[config.mk]
export PLATFORM = sky130hd
export DESIGN_NAME = serial_add_ctrl
export DESIGN_NICKNAME = d
export VERILOG_FILES = /design/src/rtl/serial_add_ctrl.sv
export SDC_FILE = /design/constraint.sdc
export NUM_CORES = 1
export LEC_CHECK = 0
export CORE_ASPECT_RATIO = 0.8
export CORE_MARGIN = 3
export CORE_UTILIZATION = 51
export CTS_CLUSTER_SIZE = 28
export DETAILED_ROUTE_END_ITERATION = 16
export MAX_ROUTING_LAYER = met4
export PLACE_DENSITY = 0.87
export SETUP_SLACK_MARGIN = 0.3
export SKIP_LAST_GASP = 1
export SLEW_MARGIN = 10
export SYNTH_ARGS = -nofsm -noshare
export SYNTH_HDL_FRONTEND = slang
export SYNTH_HIERARCHICAL = 1
export SYNTH_SLANG_ARGS = --single-unit
export TNS_END_PERCENT = 20
[constraint.sdc]
create_clock -name clk -period 1.7 [get_ports clk]
set_input_delay 0.425 -clock clk [delete_from_list [all_inputs] [get_ports clk]]
set_output_delay 0.425 -clock clk [all_outputs]
set_load 0.05 [all_outputs]
[src/rtl/serial_add_ctrl.sv]
// Bit-serial adder: one shared full adder steps through WIDTH operand bits LSB-first,
// carrying between cycles, with a start/busy/done handshake around the operation.

module FA (
    input  logic a,
    input  logic b,
    input  logic cin,
    output logic cout,
    output logic sum
);
    assign sum  = a ^ b ^ cin;
    assign cout = (a & b) | (a & cin) | (b & cin);
endmodule

module serial_add_ctrl #(
    parameter int unsigned WIDTH = 8
) (
    input  logic             clk,
    input  logic             rst_n,
    input  logic             start,
    input  logic [WIDTH-1:0] a_in,
    input  logic [WIDTH-1:0] b_in,
    input  logic             cin_in,
    output logic             busy,
    output logic             done,
    output logic [WIDTH-1:0] sum_out,
    output logic             cout_out
);
    localparam int unsigned CW = (WIDTH > 1) ? $clog2(WIDTH) : 1;
    localparam logic [CW-1:0] LAST = CW'(WIDTH - 1);

    typedef enum logic [1:0] {IDLE, RUN, DONE} state_t;

    state_t           state_q, state_d;
    logic [WIDTH-1:0] a_sh_q, a_sh_d;
    logic [WIDTH-1:0] b_sh_q, b_sh_d;
    logic [WIDTH-1:0] res_q, res_d;
    logic [WIDTH-1:0] sum_q, sum_d;
    logic [CW-1:0]    cnt_q, cnt_d;
    logic             carry_q, carry_d;
    logic             busy_q, busy_d;
    logic             done_q, done_d;
    logic             cout_q, cout_d;
    logic             fa_sum, fa_cout;

    FA u_fa (
        .a    (a_sh_q[0]),
        .b    (b_sh_q[0]),
        .cin  (carry_q),
        .cout (fa_cout),
        .sum  (fa_sum)
    );

    always_comb begin
        state_d = state_q;
        a_sh_d  = a_sh_q;
        b_sh_d  = b_sh_q;
        res_d   = res_q;
        sum_d   = sum_q;
        cnt_d   = cnt_q;
        carry_d = carry_q;
        busy_d  = busy_q;
        done_d  = done_q;
        cout_d  = cout_q;
        case (state_q)
            IDLE: begin
                if (start) begin
                    a_sh_d  = a_in;
                    b_sh_d  = b_in;
                    carry_d = cin_in;
                    cnt_d   = '0;
                    res_d   = '0;
                    busy_d  = 1'b1;
                    state_d = RUN;
                end
            end
            RUN: begin
                res_d   = {fa_sum, res_q[WIDTH-1:1]};
                carry_d = fa_cout;
                a_sh_d  = a_sh_q >> 1;
                b_sh_d  = b_sh_q >> 1;
                // Terminal count is tested before incrementing, so the counter never wraps.
                if (cnt_q == LAST) begin
                    sum_d   = res_d;
                    cout_d  = fa_cout;
                    busy_d  = 1'b0;
                    done_d  = 1'b1;
                    state_d = DONE;
                end else begin
                    cnt_d = cnt_q + 1'b1;
                end
            end
            DONE: begin
                done_d  = 1'b0;
                state_d = IDLE;
            end
            default: state_d = IDLE;
        endcase
    end

    always_ff @(posedge clk or negedge rst_n) begin
        if (!rst_n) begin
            state_q <= IDLE;
            a_sh_q  <= '0;
            b_sh_q  <= '0;
            res_q   <= '0;
            sum_q   <= '0;
            cnt_q   <= '0;
            carry_q <= 1'b0;
            busy_q  <= 1'b0;
            done_q  <= 1'b0;
            cout_q  <= 1'b0;
        end else begin
            state_q <= state_d;
            a_sh_q  <= a_sh_d;
            b_sh_q  <= b_sh_d;
            res_q   <= res_d;
            sum_q   <= sum_d;
            cnt_q   <= cnt_d;
            carry_q <= carry_d;
            busy_q  <= busy_d;
            done_q  <= done_d;
            cout_q  <= cout_d;
        end
    end

    assign busy     = busy_q;
    assign done     = done_q;
    assign sum_out  = sum_q;
    assign cout_out = cout_q;
endmodule
==> out/results.ini <==
[sta]
timing.hold.ws_ns=0.06885
fmax_ghz=0.7142
fin_crit_ns=1.400
slew_headroom=0.6979
skew_ns=0.01105
setup_viol=0
hold_viol_final=0
period_share=0.8237
rsz0062_at_grt=yes
tightestPinTransition_ns=0.4531
maxSlewViolCount=0

[synth]
synth_cells=133
ys_warn_count=6
seq_area_frac_synth=0.5743
synth_area_leader_cell=dfrtp_1
netlist_area_mm2=0.001743
synth_seq_cells=40
ys_top_cells_by_area=dfrtp_1 (57%), o221a_2 (9.0%), mux2_2 (6.5%)
yosysTopAreaCellShare=0.5743
synth_nets=157
synthDistinctLibCells=23
syn_avg_cell_area_um2=13.10

[layout]
final_common_cell=dfrtp_1
n_fill_cell=196
multi_input_area_um2=726.9
diodes=0
layout.nets=193
fin_area_mm2=0.002281
area_delta_synth_final_pct=30.87
layout-drive-gt1-share=0.3588
register_area_mm2=0.001003
final_cell_mix=dfrtp_1 (38), clkdlybuf4s50_1 (17), buf_4 (15), nand3b_1 (14), o221a_2 (14)
instances_no_fill=210

[power]
p_leak_uw=0.001009
p_int_uw=2753
p_per_area_mw_per_mm2=1891
p_clk_frac=0.187
p_switching_uw=1562
ir_drop_v=0.0008279
p_sw_frac=0.3620
fin_total_pwr_uw=4314
power_frac_seq=0.388
power_frac_comb=0.425

[clock_tree]
cts.hold.buffers_added=0
clock_latency_ns=0.29
numClockSinks=40
cts_buffers=5
clk_pin_slew_ns=0.08
ctsLongestPathBuffers=2
cts.htree.levels=2
cts-root-buf=clkbuf_8
tritoncts=built

[critical_path]
ff2ff_setup_slack_ns=0.30
cp-start-kind=flop
worst_ep_arrival_time_ns=1.57
worstSetupPathType=flop to flop
required_ns=1.87
worstSetupEndpointType=flop
cp_max_fo=7

[routing]
dr.pass1.iters=4
wl_met2_um=1674
drt-met1-wl_um=1634
routed.top_layer=met4
drtIter0Drc=103
viasPerCell=5.762
wirelength_um=3541
antenna_left=0
wl_met3_um=172
routedWlPerCell_um=16.86
via_count=1210
drc_errors=0

[die]
die_height_um=58.29
rows=18
die_x_um=71.36
core_mm2=0.003176
start_util=0.5489
num_io_pins=31
dieArea_mm2=0.004159

[run_status]
status=finished clean

[global_routing]
grt_remaining_overflow=0
grt_pass1_wl_um=6051
grt_start_max_net_pins=22
first_global_vias=1250
antenna_found_initial=0
grt_use_total=0.1985

[placed_design]
dp_cells=199
portBuffers=30
placedInstanceArea_mm2=0.002092
place_congestion=0.7945
hpwl_um=2412

[job]
cap_violations=0

[worst_hold_path]
worst_hold_path_type=primary input to asynchronous set/reset pin

[per-layer routing]
| metal | global-route usage | up-vias |
|---|---|---|
| li1 | - | 569 |
| met1 | 0.2655 | 604 |
| met2 | 0.2880 | 28 |
| met3 | 0.06066 | 9 |
| met4 | 0.06971 | 0 |
| met5 | - | - |
[logic make-up (layout without fill, tap and decap cells)]
kind of cell / Yosys count / after routing / synth area share
AOI/OAI and AO/OA: 37 / 37 / 0.1866
adders and majority gates: 4 / 4 / 0.03303
buffers and inverters: 11 / 48 / 0.03087
DFF: 40 / 40 / 0.5743
muxes: 10 / 10 / 0.06461
and+or+nand+nor: 31 / 31 / 0.1106
[final timing paths]
kind / end / start / depth (start not counted)
hold / removal: sum_out[1] / rst_n / 1
setup / recovery: cnt_q[0] / cnt_q[1] / 5
min in group clk: sum_out[2] / sum_out[2] / 1
max in group asynchronous: state_q[0] / rst_n / 2
hold reg to reg: sum_out[2] / sum_out[2] / 1
setup reg to reg: cnt_q[0] / cnt_q[1] / 5
[synthesized netlist by cell type]
master and number:
dfrtp_1 40, or2_1 1, a211oi_1 1, nor2b_1 2
mux2_2 10, o21ai_0 7, nor2_1 6, nand3b_1 14
fa_1 1, ha_1 3, clkbuf_1 2, buf_2 4
a22o_1 12, o221a_2 14, inv_1 2, o21ba_2 1
nand2b_1 3, nand2_1 3, nand2_4 1, buf_1 1
buf_4 2, nor3_1 1, a21oi_1 2
[flip-flops by register name (all words and copies together), names as in the netlist]
register  count
a_sh_q        8
b_sh_q        8
sum_out       8
res_q         7
cnt_q         3
state_q       2
busy          1
carry_q       1
cout_out      1
done          1
[cell type report]
type                       count  share of cell area
inverter                       2            0.003291
clock inverter                 2             0.01700
sequential                    40              0.4399
timing repair buffer          38              0.1629
clock buffer                   6             0.03620
tap                           40             0.02194
multi-input combinational     82              0.3187
[metrics by stage]
| step | worst slack [ns] | util | setup TNS, ns |
|---|---|---|---|
| finish | 0.2998 | 0.7183 | 0 |
| global route | 0.2593 | 0.7183 | 0 |
| CTS | 0.2286 | 0.7009 | 0 |
| detailed placement | -0.05204 | 0.6588 | -0.1613 |
| global placement | -0.002904 | 0.6588 | -0.008492 |
| floorplan | 0.3261 | - | 0 |
[power groups by stage]
| stage | logic [µW] | clock network, µW | registers [µW] |
|---|---|---|---|
| final | 1830 | 807 | 1670 |
| after global routing | 1980 | 874 | 1730 |
| after CTS | 1750 | 820 | 1660 |
| after detailed placement | 1730 | 0 | 1670 |
| after global placement | 1650 | 0 | 1640 |
| after floorplan | 967 | 0 | 1920 |
[worst max-delay path, cell delays in order (launching register included)]
cell,delay (ns)
dfrtp_1,0.41
ha_4,0.17
ha_4,0.17
nor2_1,0.07
mux2_2,0.28
a22o_1,0.18
[repair_timing]
| action | in CTS | in global routing |
|---|---|---|
| buffers inserted | 0 | 3 |
| cloned | 0 | 0 |
| pin swaps | 0 | 1 |
| setup endpoints to repair | 30 | 35 |
| resized for setup | 2 | 9 |
No activity file was read; power rests on OpenSTA's default activity.
